File: config.mk
export PLATFORM = sky130hd
export DESIGN_NAME = serial_port_arbiter
export DESIGN_NICKNAME = d
export VERILOG_FILES = /design/src/rtl/serial_port_arbiter.sv
export SDC_FILE = /design/constraint.sdc
export NUM_CORES = 1
export LEC_CHECK = 0
export ABC_AREA = 1
export BUFFER_PORTS_ARGS = -buffer_cell sky130_fd_sc_hd__buf_4
export CORE_MARGIN = 10
export CORE_UTILIZATION = 43
export CTS_CLUSTER_DIAMETER = 40
export DETAILED_ROUTE_END_ITERATION = 16
export MAX_ROUTING_LAYER = met4
export PLACE_DENSITY_LB_ADDON = 0.25
export SLEW_MARGIN = 20
export SYNTH_ARGS = -nofsm -noshare
export SYNTH_HDL_FRONTEND = slang
export SYNTH_SLANG_ARGS = --single-unit
File: constraint.sdc
create_clock -name Clock -period 1.89 [get_ports Clock]
set_clock_uncertainty 0.2 [all_clocks]
set_input_delay 0.189 -clock Clock [delete_from_list [all_inputs] [get_ports Clock]]
set_output_delay 0.189 -clock Clock [all_outputs]
set_load 0.02 [all_outputs]
File: src/rtl/serial_port_arbiter.sv
// -----------------------------------------------------------------------------
// serial_port_arbiter
//
// Round-robin arbiter and sequencer that shares one SerialCTL shift-register
// port among NREQ requesters. A winner is chosen in IDLE, its word is latched
// onto Data together with a one-cycle Start pulse, and the block then waits
// for a rising edge of DoneFlag. It acknowledges the owner and enforces a
// minimum idle gap before arbitrating again.
//
// Optional feature: define SERIAL_ARB_TIMEOUT_EN to build a WAIT-state
// timeout. The transfer is aborted after TIMEOUT cycles, and Ack and Error
// pulse together. Without the macro WAIT is unbounded and Error is tied low.
//
// Parameters:
//   NREQ     number of requesters (2..8)
//   DWIDTH   word width, matches the SerialCTL Data width
//   GAP      idle cycles forced after ACK (0..15)
//   TIMEOUT  WAIT cycles before abort (timeout build only)
//
// Ports:
//   Clock     in   system clock, rising edge
//   Reset     in   asynchronous active-high reset
//   Req       in   per-requester request level
//   ReqData   in   per-requester word, requester i at [i*DWIDTH +: DWIDTH]
//   Grant     out  one-hot owner of the port, zero when idle
//   Ack       out  one-cycle completion pulse to the owner
//   Busy      out  high whenever the sequencer is not IDLE
//   Start     out  one-cycle pulse to SerialCTL Start
//   Data      out  registered word to SerialCTL Data
//   DoneFlag  in   SerialCTL completion flag
//   Error     out  one-cycle timeout pulse coincident with Ack
// -----------------------------------------------------------------------------
module serial_port_arbiter #(
    parameter int NREQ    = 4,
    parameter int DWIDTH  = 32,
    parameter int GAP     = 2,
    parameter int TIMEOUT = 1024
) (
    input  logic                     Clock,
    input  logic                     Reset,
    input  logic [NREQ-1:0]          Req,
    input  logic [NREQ*DWIDTH-1:0]   ReqData,
    output logic [NREQ-1:0]          Grant,
    output logic [NREQ-1:0]          Ack,
    output logic                     Busy,
    output logic                     Start,
    output logic [DWIDTH-1:0]        Data,
    input  logic                     DoneFlag,
    output logic                     Error
);

    localparam int IW = (NREQ > 1) ? $clog2(NREQ) : 1;
    localparam logic [3:0] GAP_LAST = (GAP > 0) ? 4'(GAP - 1) : 4'd0;

    typedef enum logic [2:0] {
        S_IDLE,
        S_START,
        S_WAIT,
        S_ACK,
        S_GAP
    } state_t;

    state_t             state_reg, state_next;
    logic [IW-1:0]      ptr_reg, ptr_next;
    logic [NREQ-1:0]    grant_reg, grant_next;
    logic [DWIDTH-1:0]  data_reg, data_next;
    logic [3:0]         gap_cnt_reg, gap_cnt_next;
    logic               done_q_reg;

    logic [DWIDTH-1:0]  req_words [NREQ];
    logic [NREQ-1:0]    arb_onehot;
    logic [IW-1:0]      arb_idx;
    logic [IW-1:0]      cand_idx;
    logic               arb_found;
    logic               done_rise;
    logic               to_hit;

    // Unpack the flat request bus and decode the arbitration winner one-hot.
    for (genvar gi = 0; gi < NREQ; gi++) begin : g_req
        assign req_words[gi]  = ReqData[gi*DWIDTH +: DWIDTH];
        assign arb_onehot[gi] = (arb_idx == IW'(gi));
    end

    // Round-robin scan starting one past the last winner, wrapping modulo NREQ.
    always_comb begin
        arb_found = 1'b0;
        arb_idx   = ptr_reg;
        cand_idx  = ptr_reg;
        for (int off = 1; off <= NREQ; off++) begin
            cand_idx = IW'((int'(ptr_reg) + off) % NREQ);
            if (!arb_found && Req[cand_idx]) begin
                arb_found = 1'b1;
                arb_idx   = cand_idx;
            end
        end
    end

    // Only a fresh 0->1 edge counts; a level left high by the previous
    // transfer has already been absorbed by done_q_reg.
    assign done_rise = DoneFlag & ~done_q_reg;

`ifdef SERIAL_ARB_TIMEOUT_EN
    localparam int TW = $clog2(TIMEOUT + 1);

    logic [TW-1:0] to_cnt_reg;
    logic          err_reg;

    assign to_hit = (to_cnt_reg == TW'(TIMEOUT - 1));

    // Counter is zeroed while in START so it reads 0 on the first WAIT cycle.
    always_ff @(posedge Clock or posedge Reset) begin
        if (Reset) begin
            to_cnt_reg <= '0;
            err_reg    <= 1'b0;
        end else begin
            if (state_reg == S_START) begin
                to_cnt_reg <= '0;
            end else if (state_reg == S_WAIT) begin
                to_cnt_reg <= to_cnt_reg + 1'b1;
            end
            // Aligns with the ACK cycle entered by the timeout.
            err_reg <= (state_reg == S_WAIT) && !done_rise && to_hit;
        end
    end

    assign Error = err_reg;
`else
    assign to_hit = 1'b0;
    assign Error  = 1'b0;
`endif

    always_ff @(posedge Clock or posedge Reset) begin
        if (Reset) begin
            state_reg   <= S_IDLE;
            ptr_reg     <= IW'(NREQ - 1);
            grant_reg   <= '0;
            data_reg    <= '0;
            gap_cnt_reg <= '0;
            done_q_reg  <= 1'b0;
        end else begin
            state_reg   <= state_next;
            ptr_reg     <= ptr_next;
            grant_reg   <= grant_next;
            data_reg    <= data_next;
            gap_cnt_reg <= gap_cnt_next;
            done_q_reg  <= DoneFlag;
        end
    end

    always_comb begin
        state_next   = state_reg;
        ptr_next     = ptr_reg;
        grant_next   = grant_reg;
        data_next    = data_reg;
        gap_cnt_next = gap_cnt_reg;

        case (state_reg)
            S_IDLE: begin
                if (arb_found) begin
                    state_next = S_START;
                    ptr_next   = arb_idx;
                    grant_next = arb_onehot;
                    data_next  = req_words[arb_idx];
                end
            end
            S_START: begin
                state_next = S_WAIT;
            end
            S_WAIT: begin
                if (done_rise || to_hit) begin
                    state_next = S_ACK;
                end
            end
            S_ACK: begin
                grant_next   = '0;
                data_next    = '0;
                gap_cnt_next = '0;
                state_next   = (GAP > 0) ? S_GAP : S_IDLE;
            end
            S_GAP: begin
                if (gap_cnt_reg == GAP_LAST) begin
                    state_next = S_IDLE;
                end else begin
                    gap_cnt_next = gap_cnt_reg + 1'b1;
                end
            end
            default: begin
                state_next = S_IDLE;
                grant_next = '0;
                data_next  = '0;
            end
        endcase
    end

    // Outputs decode directly from registers so the async reset clears them
    // without waiting for a clock edge.
    assign Grant = grant_reg;
    assign Data  = data_reg;
    assign Start = (state_reg == S_START);
    assign Busy  = (state_reg != S_IDLE);
    assign Ack   = (state_reg == S_ACK) ? grant_reg : '0;

endmodule

==> Word-level counts from Yosys, hierarchy flattened <==
Index checks and enable logic that the tools add are counted.
{ "classes": {"n_addsub": 5, "n_lt_le_gt_ge": 5, "eq_ne": 12, "mux": 30, "bitwise": 4, "n_reduce_logical": 15} }
{ "ops": {"columns": ["operator", "count"], "rows": [
  ["two-way mux 32 bit", 3],
  ["binary-select mux 32 bit (select 2 bit)", 1],
  ["one-hot mux 32 bit (2 select lines)", 1],
  ["one-hot mux 4 bit (2 select lines)", 2],
  ["one-hot mux 3 bit (5 select lines)", 1],
  ["less-than comparator 2 x 3 -> 1 bit (second input constant)", 4],
  ["two-way mux 4 bit", 3],
  ["two-way mux 3 bit", 3],
  ["binary-select mux 1 bit (select 2 bit)", 4],
  ["two-way mux 1 bit", 8],
  ["two-way mux 2 bit", 4],
  ["inequality test 2 bit (second input constant)", 4],
  ["== test 3 x 2 -> 1 bit (second input constant)", 2],
  ["AND reduction 2 bit", 3],
  ["adder 2 x 1 -> 2 bit (second input constant)", 2],
  ["adder 2 bit (second input constant)", 2],
  ["adder 4 x 1 -> 4 bit (second input constant)", 1],
  ["== test 2 bit (second input constant)", 2],
  ["== test 4 x 1 -> 1 bit (second input constant)", 1],
  ["== test 3 x 1 -> 1 bit (second input constant)", 1],
  ["== test 3 bit (second input constant)", 1],
  [">= comparator 3 bit (second input constant)", 1],
  ["logical AND 1 bit", 3],
  ["logical NOT 1 bit", 3],
  ["other kinds (10)", 11]
]} }
{ "word_totals": {"regBits": 46, "in_bits": 135, "output_inout_bits": 43, "elab_cells": 77} }

==> Logic depth before layout (Yosys ltp) <==
Gate-level depths: netlist of the first run.
{ "logic_depth": {"ltp_word": 19, "depth_mapped": 17, "mapped_depth_nobuf": 15} }

==> Worst setup path before layout of the first run <==
No wires, ideal clock.
{ "synth_path": {"path_type": "flip-flop to flip-flop", "from": "register ptr_reg[0]", "to": "register data_reg[0] (netlist: Data[0])", "setup_time_ns": 0.117, "arrival_ns": 1.707, "required_ns": 1.573, "path_slack_ns": -0.134, "stages_incl_launch_ff": 15, "path_buffers": 3, "synth_period_minus_slack_ns": 2.024, "path_cell_list": "dfstp_2 buf_6 inv_6 nand2_1 nand2_2 nand2_1 nand2_2 inv_4 nand3_2 buf_4 buf_6 nand3_1 nand3_1 nand3_1 nand2_1"} }
{ "synth_between": {"elab_chain_len": 19, "elab_cells_between_ends": 34, "classes_between": "add/sub: 4; eq/ne: 1; mux: 21; bitwise: 1; reduce/logical: 7"} }
{ "synth_lines": {"columns": ["item", "line_no", "text"], "rows": [
  ["start, declared", "64", "logic [IW-1:0] ptr_reg, ptr_next;"],
  ["start signal, assigned", "135", "ptr_reg <= IW'(NREQ - 1);"],
  ["start signal, assigned", "142", "ptr_reg <= ptr_next;"],
  ["adder 2 x 1 -> 2 bit", "90", "cand_idx = IW'((int'(ptr_reg) + off) % NREQ);"],
  ["binary-select mux 1 bit (select 2 bit)", "91", "if (!arb_found && Req[cand_idx]) begin"],
  ["two-way mux 1 bit (not written as such)", "91", null],
  ["two-way mux 1 bit", "91", null],
  ["logical NOT 1 bit", "91", null],
  ["logical AND 1 bit", "91", null],
  ["two-way mux 1 bit", "91", null],
  ["logical NOT 1 bit", "91", null],
  ["(+2 left out)", null, null],
  ["logical NOT 1 bit", "91", null],
  ["logical AND 1 bit", "91", null],
  ["two-way mux 2 bit", "91", null],
  ["inverter 2 -> 3 bit (not written as such)", "163", "data_next = req_words[arb_idx];"],
  ["binary-select mux 32 bit (select 2 bit)", "163", null],
  ["two-way mux 32 bit (not written as such) (2 in a row)", "163", null],
  ["two-way mux 32 bit", "159", "if (arb_found) begin"],
  ["one-hot mux 32 bit (2 select lines)", "157", "case (state_reg)"],
  ["end signal, assigned", "144", "data_reg <= data_next;"],
  ["end, declared", "66", "logic [DWIDTH-1:0] data_reg, data_next;"]
]} }
Several ways; a longest one is shown, not always the timed one. The select of a mux whose other input is x is not followed.
A chain may end at the register's enable or synchronous reset.

==> Worst setup path in the final report of the first run <==
{ "layout_path": {"from": "register ptr_reg[0]", "to": "register data_reg[30] (netlist: Data[30])"} }
Same word-level chain as after synthesis.

==> results of run 1 <==
-- placed cells by master, fill, tap and decap left out, types with 2 or more instances in the layout --
master,netlist,routed
sky130_fd_sc_hd__a21oi_1,5,4
sky130_fd_sc_hd__nand2_8,0,7
sky130_fd_sc_hd__nand2_4,5,31
sky130_fd_sc_hd__nand2_1,236,181
sky130_fd_sc_hd__inv_8,0,3
sky130_fd_sc_hd__dlygate4sd3_1,0,2
sky130_fd_sc_hd__dfrtp_1,44,44
sky130_fd_sc_hd__inv_2,1,2
sky130_fd_sc_hd__clkbuf_8,0,5
sky130_fd_sc_hd__nand3_1,139,124
sky130_fd_sc_hd__nor2_2,0,2
sky130_fd_sc_hd__nor2_1,13,10
sky130_fd_sc_hd__buf_6,13,14
sky130_fd_sc_hd__o21ai_1,1,2
sky130_fd_sc_hd__buf_4,6,193
sky130_fd_sc_hd__nand2_2,8,30
sky130_fd_sc_hd__inv_1,81,79
sky130_fd_sc_hd__clkbuf_16,0,8
sky130_fd_sc_hd__clkbuf_1,0,2
sky130_fd_sc_hd__ha_1,2,2
sky130_fd_sc_hd__o21ai_0,5,3
sky130_fd_sc_hd__nand3_2,1,15
sky130_fd_sc_hd__nand3_4,1,2
sky130_fd_sc_hd__dfstp_2,2,2
sky130_fd_sc_hd__buf_12,0,12
-- cell families after synthesis --
group           Yosys count  share of synthesized area
fa+ha+maj                 2                    0.00684
compound gates           13                     0.0188
flops                    46                      0.316
buf+inv                 120                      0.164
other cells               1                    0.00103
xor+xnor                  1                    0.00240
simple gates            408                      0.491
-- timing repair --
| item | 4_1_cts | 5_1_grt |
|---|---|---|
| gates cloned | 1 | 8 |
| pin swaps | 1 | 35 |
| resized for setup | 22 | 112 |
| buffers inserted | 3 | 8 |
| endpoints found under the setup margin | 39 | 39 |
| endpoints found under the hold margin | 18 | 0 |
| hold buffers | 2 | 0 |
-- final cells by class --
type                       count  area, µm²
clock buffer                   7       76.3
clock inverter                 1       7.51
fill                         611       2070
inverter                      85        347
multi-input combinational    425       2380
sequential                    46       1150
tap                          105        131
timing repair buffer         231       2090
-- per-layer routing --
metal  track usage  vias up  wire length [µm]
li1              -     2233                 -
met4        0.0711        0               746
met1         0.240     2234              6140
met5             -        -                 0
met2         0.378      315              8130
met3        0.0463       76              1500
-- power groups by stage --
stage	Combinational, mW	Clock, mW	Sequential (mW)
2_1_floorplan	6.16	0	2.00
3_3_place_gp	9.30	0	1.72
3_5_place_dp	9.52	0	1.73
4_1_cts	9.91	0.611	1.72
5_1_grt	14.1	0.657	1.78
6_report	13.2	0.610	1.74
-- per-stage QoR --
| step | instances | utilization | cell area, µm² | total power, mW | worst slack [ps] |
|---|---|---|---|---|---|
| 2_1_floorplan | 591 | - | 3720 | 8.16 | -98.9 |
| 3_3_place_gp | 872 | 0.639 | 5280 | 11.0 | -208 |
| 3_5_place_dp | 872 | 0.639 | 5280 | 11.2 | -301 |
| 4_1_cts | 886 | 0.667 | 5500 | 12.2 | -268 |
| 5_1_grt | 900 | 0.749 | 6190 | 16.5 | -548 |
| 6_report | 900 | 0.749 | 6190 | 15.6 | -478 |
-- worst max-delay path, delay by kind of cell, from the launching register on --
kind | cells | cell delay [ps]
simple gates | 9 | 820
flops | 1 | 650
buf+inv | 3 | 360
compound gates | 1 | 210
-- how the worst max path moves through the flow --
| stage | from | endpoint | slack [ps] | depth (start not counted) |
|---|---|---|---|---|
| final | ptr_reg[0] | Data[30] | -480 | 13 |
| after floorplan | ptr_reg[0] | Data[0] | -100 | 14 |
| after global routing | ptr_reg[0] | Data[30] | -550 | 13 |
| after CTS | ptr_reg[0] | Data[23] | -270 | 14 |
| after detailed placement | ptr_reg[0] | Data[22] | -300 | 12 |
| after global placement | ptr_reg[0] | Data[22] | -210 | 14 |
==> reports/summary.json, run 1 <==
{
  "ys.warnings.count": 0,
  "worstHoldPathCells": 5,
  "groute.usage.overall": 0.217,
  "floorplan.io_pins": 178,
  "drv_slew": 0,
  "core_mm2": 0.00826,
  "violations": "setup timing",
  "synth_async_sr_flop_share": 1.00,
  "r2r-start": "ptr_reg[0]",
  "detail_route.first_pass.iterations": 5,
  "rsz0062_at_grt": "true",
  "syn_area_per_cell_um2": 6.19,
  "min_period_ps": 2370,
  "ys_seq_elements": 46,
  "netlist_instances": 591,
  "hold_end": "Data[15]",
  "seqPwrFrac": 0.112,
  "port-buffer-count": 176,
  "largest_reg_flops": 32,
  "clock_latency_ps": 310,
  "worst_ep_required_time_ps": 1890,
  "cts-htree-levels": 2,
  "drive_above_1_share": 0.420,
  "report.final.setup_viol": 40,
  "synth-main-ff-cell": "sky130_fd_sc_hd__dfrtp_1",
  "worst_hold_path_type": "input pin to flop",
  "cts-buffers-inserted": 5,
  "dieArea_mm2": 0.0126,
  "fmax_mhz": 422,
  "final_net_count": 931,
  "synth_largest_type_area_fraction": 0.301,
  "fp_rows": 33,
  "finalWeightedCongestion": 0.943,
  "max-clock-path-buffers": 2,
  "cts.sink_count": 46,
  "irDropWorstVdd_mv": 1.28,
  "internal-power_mw": 7.33,
  "vias_per_cell": 5.40,
  "routed_wirelength_mm": 16.5,
  "r2r_cells": 13,
  "antenna_cells": 0,
  "critical_path.cell_chain": "buf_6 -> nand2_2 -> nand3_2 -> nand2_4 -> o21ai_1 -> nand2_2 -> nand2_4 -> inv_8 -> buf_12 -> nand2_1 -> nand2_1 -> nand2_1 -> nand2_1",
  "timing.critical_path.from_type": "flop",
  "cts.reportedPaths.clkPinSlew_ps": 90,
  "detail_route.wl_per_cell_um": 18.4,
  "grt_overflow_total": 0,
  "p_leak_nw": 3.57,
  "pin_count_of_the_biggest_net_entering_global_routing": 33,
  "timing.reg2reg.setup_slack_ps": -480,
  "synth.largest_area_cell": "sky130_fd_sc_hd__dfrtp_1",
  "synthMostInstantiatedCell": "sky130_fd_sc_hd__nand2_1",
  "area_growth_syn_to_layout_pct": 69.2,
  "final_critical_path_setup_slack_ps": -478,
  "top_post_synthesis_cells_by_count": "sky130_fd_sc_hd__nand2_1 (236), sky130_fd_sc_hd__nand3_1 (139), sky130_fd_sc_hd__inv_1 (81)",
  "slowest_delay_ps": 650,
  "min-delay-start": "ReqData[47]",
  "min_period_over_period": 1.25,
  "final_hold_viol_count": 0,
  "antenna_violations_before_repair": 0,
  "total_via_count_after_detailed_routing": 4858,
  "hpwl_mm": 10.8,
  "synth_net_count": 728,
  "clock-root-buffer": "sky130_fd_sc_hd__clkbuf_8",
  "antenna_left": 0,
  "grt_pass1_vias": 4546,
  "clock_power_share": 0.039,
  "cp-end-kind": "flop",
  "timing.setup.tns_ps": -15780,
  "cp_data_arrival_time_ps": 2360,
  "sequential_fraction_of_the_synthesis_area": 0.316,
  "cts_tree": "done",
  "outcome": "complete, but fails checks",
  "crit-reg2reg-capture": "Data[30]",
  "fin_worst_hold_slack_ps": 65.7,
  "critical_path.most_common_cell": "sky130_fd_sc_hd__nand2_1",
  "count_of_flip_flops_with_a_built_in_enable_after_synthesis": 0,
  "cp_slowest_cell": "sky130_fd_sc_hd__dfstp_2",
  "grt_pass1_wl_mm": 22.4,
  "drt_drc_violations_left": 0,
  "cellPowerDensity_mw_per_mm2": 2520,
  "total_switching_power_mw": 8.25,
  "chip_width_um": 112,
  "netlist_area_mm2": 0.00366,
  "detailedRoute.firstIterationViolations": 349,
  "p_sw_frac": 0.530,
  "post_synth_main_area_contributors": "sky130_fd_sc_hd__dfrtp_1 (30%), sky130_fd_sc_hd__nand2_1 (24%), sky130_fd_sc_hd__nand3_1 (19%), sky130_fd_sc_hd__inv_1 (8.3%), sky130_fd_sc_hd__buf_6 (4.0%)",
  "die_h_um": 112,
  "initial_utilization": 0.443,
  "timing.setup.critical_path_class": "flop to flop",
  "max_cap_viol_count": 0,
  "number_of_unique_standard_cell_types_used_by_synthesis": 29,
  "comb_power_share": 0.849,
  "critical_path_peak_fanout": 6
}
Power figures use the tool's default switching activity.
==> run 2: changes to the inputs <==
--- a/config.mk
+++ b/config.mk
@@ -12,7 +12,7 @@
 export CTS_CLUSTER_DIAMETER = 40
 export DETAILED_ROUTE_END_ITERATION = 16
 export MAX_ROUTING_LAYER = met4
-export PLACE_DENSITY_LB_ADDON = 0.25
+export PLACE_DENSITY_LB_ADDON = 0.1
 export SLEW_MARGIN = 20
 export SYNTH_ARGS = -nofsm -noshare
 export SYNTH_HDL_FRONTEND = slang
==> run 2 against run 1 <==
  * The run still ends with setup timing left
  * Clock power down 2%
  * Combinational power is 18% lower
  * Critical path depth down 1
  * Maximum frequency up 6.6%
  * Die area unchanged
  * Worst setup slack gained 150 ps
  * Final area decreased by 9.0%
  * Wire length is 14% lower
  * Final cell count down 1.2%
  * Core utilization decreased by 6.7 points
  * Via count fell by 8.7%
  * First-iteration DRC count is 16% lower
  * Highest routed layer unchanged
==> reports/summary.json, run 2 (same netlist as run 1, synthesis figures left out) <==
{
  "cp_data_arrival_time": {"value": 2210, "unit": "ps", "change": "-150 ps"},
  "critical_path_peak_fanout": {"value": 11, "change": "+5"},
  "r2r-start": "ptr_reg[0]",
  "detail_route.wl_per_cell": {"value": 16.0, "unit": "µm", "change": "-13%"},
  "hpwl": {"value": 10.7, "unit": "mm", "change": "-0.84%"},
  "violations": "setup timing",
  "p_leak": {"value": 3.35, "unit": "nW", "change": "-6.3%"},
  "pin_count_of_the_biggest_net_entering_global_routing": {"value": 39, "change": "+18%"},
  "cts.sink_count": {"value": 46, "change": "unchanged"},
  "clock-root-buffer": "sky130_fd_sc_hd__clkbuf_8",
  "report.final.setup_viol": {"value": 38, "change": "-5.0%"},
  "timing.setup.tns": {"value": -10340, "unit": "ps", "change": "+5440 ps"},
  "vias_per_cell": {"value": 4.99, "change": "-7.5%"},
  "grt_pass1_vias": {"value": 4613, "change": "+1.5%"},
  "setup_ws_pre_cts": {"value": -271, "unit": "ps", "change": "+29.7 ps"},
  "cts_tree": "done",
  "detailedRoute.firstIterationViolations": {"value": 292, "change": "-16%"},
  "port-buffer-count": {"value": 176, "change": "unchanged"},
  "max_cap_viol_count": {"value": 0, "change": "unchanged"},
  "cts-htree-levels": {"value": 2, "change": "unchanged"},
  "total_via_count_after_detailed_routing": {"value": 4437, "change": "-8.7%"},
  "drv_slew": {"value": 0, "change": "unchanged"},
  "drive_above_1_share": {"value": 0.346, "change": "-0.0745"},
  "timing.setup.critical_path_class": "flop to flop",
  "antenna_cells": {"value": 0, "change": "unchanged"},
  "hold_end": "Data[1]",
  "grt_overflow_total": {"value": 0, "change": "unchanged"},
  "min-delay-start": "ReqData[33]",
  "cts.reportedPaths.clkPinSlew": {"value": 90, "unit": "ps", "change": "about the same"},
  "outcome": "complete, but fails checks",
  "antenna_violations_before_repair": {"value": 0, "change": "unchanged"},
  "clock_latency": {"value": 300, "unit": "ps", "change": "about the same"},
  "chip_width": {"value": 112, "unit": "µm", "change": "unchanged"},
  "detail_route.first_pass.iterations": {"value": 5, "change": "unchanged"},
  "worstHoldPathCells": {"value": 5, "change": "unchanged"},
  "fp_rows": {"value": 33, "change": "unchanged"},
  "worst_ep_required_time": {"value": 1880, "unit": "ps", "change": "about the same"},
  "antenna_left": {"value": 0, "change": "unchanged"},
  "numPlacedInstances": {"value": 871, "change": "-0.11%"},
  "power.total": {"value": 13.1, "unit": "mW", "change": "-16%"},
  "rsz0062_at_grt": "true",
  "min_period": {"value": 2220, "unit": "ps", "change": "-147 ps"},
  "largest_reg_flops": {"value": 32, "change": "unchanged"},
  "min_period_over_period": {"value": 1.18, "change": "-0.0777"},
  "leading_cell_type_in_the_layout_fill_and_taps_excluded": "sky130_fd_sc_hd__nand2_1",
  "final_hold_viol_count": {"value": 0, "change": "unchanged"},
  "max-clock-path-buffers": {"value": 2, "change": "unchanged"},
  "layout.core_utilization": {"value": 0.682, "change": "-0.0673"},
  "dieArea": {"value": 0.0126, "unit": "mm²", "change": "unchanged"},
  "crit-reg2reg-capture": "Data[21]",
  "r2r_cells": {"value": 12, "change": "-1"},
  "floorplan.io_pins": {"value": 178, "change": "unchanged"},
  "core": {"value": 0.00826, "unit": "mm²", "change": "unchanged"},
  "fillerInstances": {"value": 732, "change": "+20%"},
  "groute.usage.overall": {"value": 0.213, "change": "-0.00382"},
  "routed_wirelength": {"value": 14.2, "unit": "mm", "change": "-14%"},
  "die_h": {"value": 112, "unit": "µm", "change": "unchanged"},
  "cts-buffers-inserted": {"value": 5, "change": "unchanged"},
  "layout.cells.most_common_list": "sky130_fd_sc_hd__nand2_1 (223), sky130_fd_sc_hd__buf_4 (195), sky130_fd_sc_hd__nand3_1 (137)",
  "final_critical_path_setup_slack": {"value": -331, "unit": "ps", "change": "+147 ps"},
  "fmax": {"value": 450, "unit": "MHz", "change": "+6.6%"},
  "worst_hold_path_type": "input pin to flop",
  "cp-end-kind": "flop",
  "timing.critical_path.from_type": "flop",
  "finalNonFillerCells": {"value": 889, "change": "-1.2%"},
  "timing.reg2reg.setup_slack": {"value": -330, "unit": "ps", "change": "+150 ps"},
  "grt_pass1_wl": {"value": 22.0, "unit": "mm", "change": "-1.6%"},
  "finalWeightedCongestion": {"value": 0.873, "change": "-7.4%"},
  "initial_utilization": {"value": 0.443, "change": "unchanged"},
  "drt_drc_violations_left": {"value": 0, "change": "unchanged"},
  "area_growth_syn_to_layout_pct": 54.0,
  "cellPowerDensity": {"value": 2320, "unit": "mW/mm²", "change": "-7.7%"},
  "final_net_count": {"value": 921, "change": "-1.1%"},
  "irDropWorstVdd": {"value": 1.12, "unit": "mV", "change": "-12%"}
}
==> run 2: where the power goes <==
part	switching [mW]	internal (mW)	leakage, nW
Combinational	6.12	4.65	2.71
Sequential	0.291	1.43	0.591
Clock	0.350	0.250	0.0438
==> run 2: worst max-delay path: stages, from the launching register on <==
cell and delay (ps):
sky130_fd_sc_hd__dfstp_2 660, sky130_fd_sc_hd__inv_8 70, sky130_fd_sc_hd__nand2_2 70, sky130_fd_sc_hd__nand2_2 70
sky130_fd_sc_hd__nand2_1 90, sky130_fd_sc_hd__nand2_2 80, sky130_fd_sc_hd__inv_4 110, sky130_fd_sc_hd__nand4_1 150
sky130_fd_sc_hd__nand2_4 190, sky130_fd_sc_hd__buf_12 160, sky130_fd_sc_hd__nand3_1 100, sky130_fd_sc_hd__nand3_1 110
sky130_fd_sc_hd__nand2_1 60
==> run 2: repair_timing <==
action | 4_1_cts | 5_1_grt
pin swaps | 2 | 1
setup buffers | 2 | 2
resized for setup | 13 | 17
hold buffers | 2 | 0
endpoints found under the hold margin | 17 | 0
setup endpoints to repair | 38 | 39
gates cloned | 0 | 5
==> run 2: layout make-up <==
class / count / area, µm² / share of cell area
clock buffers: 5 / 68.8 / 0.0122
clock inverters: 2 / 10.0 / 0.00178
inverters: 85 / 337 / 0.0598
multi-input cells: 425 / 2000 / 0.354
flip-flops and latches: 46 / 1150 / 0.205
well taps: 105 / 131 / 0.0233
repair buffers: 221 / 1930 / 0.344
==> run 2: metal layers <==
metal  up-vias  global-route usage  share of wire
met5         -                   -              0
met4         0              0.0423          0.014
met3        22              0.0511          0.079
met2       194               0.370           0.50
li1       2211                   -              -
met1      2010               0.244           0.41
==> run 2: worst max path at each step <==
stage,start,to,slack [ps],cells past startpoint
6_report,ptr_reg[0],Data[21],-330,12
5_1_grt,ptr_reg[0],Data[5],-450,14
4_1_cts,ptr_reg[0],Data[21],-260,12
3_5_place_dp,ptr_reg[0],Data[5],-270,14
3_3_place_gp,ptr_reg[0],Data[14],-240,14
2_1_floorplan,ptr_reg[0],Data[0],-100,14
==> run 2: metrics by stage <==
| stage | cell area (µm²) | hold slack, ps |
|---|---|---|
| after floorplan | 3720 | 20.4 |
| after global placement | 5280 | 37.5 |
| after detailed placement | 5280 | 42.7 |
| after CTS | 5440 | 50.4 |
| after global routing | 5630 | 74.1 |
| final | 5630 | 59.8 |
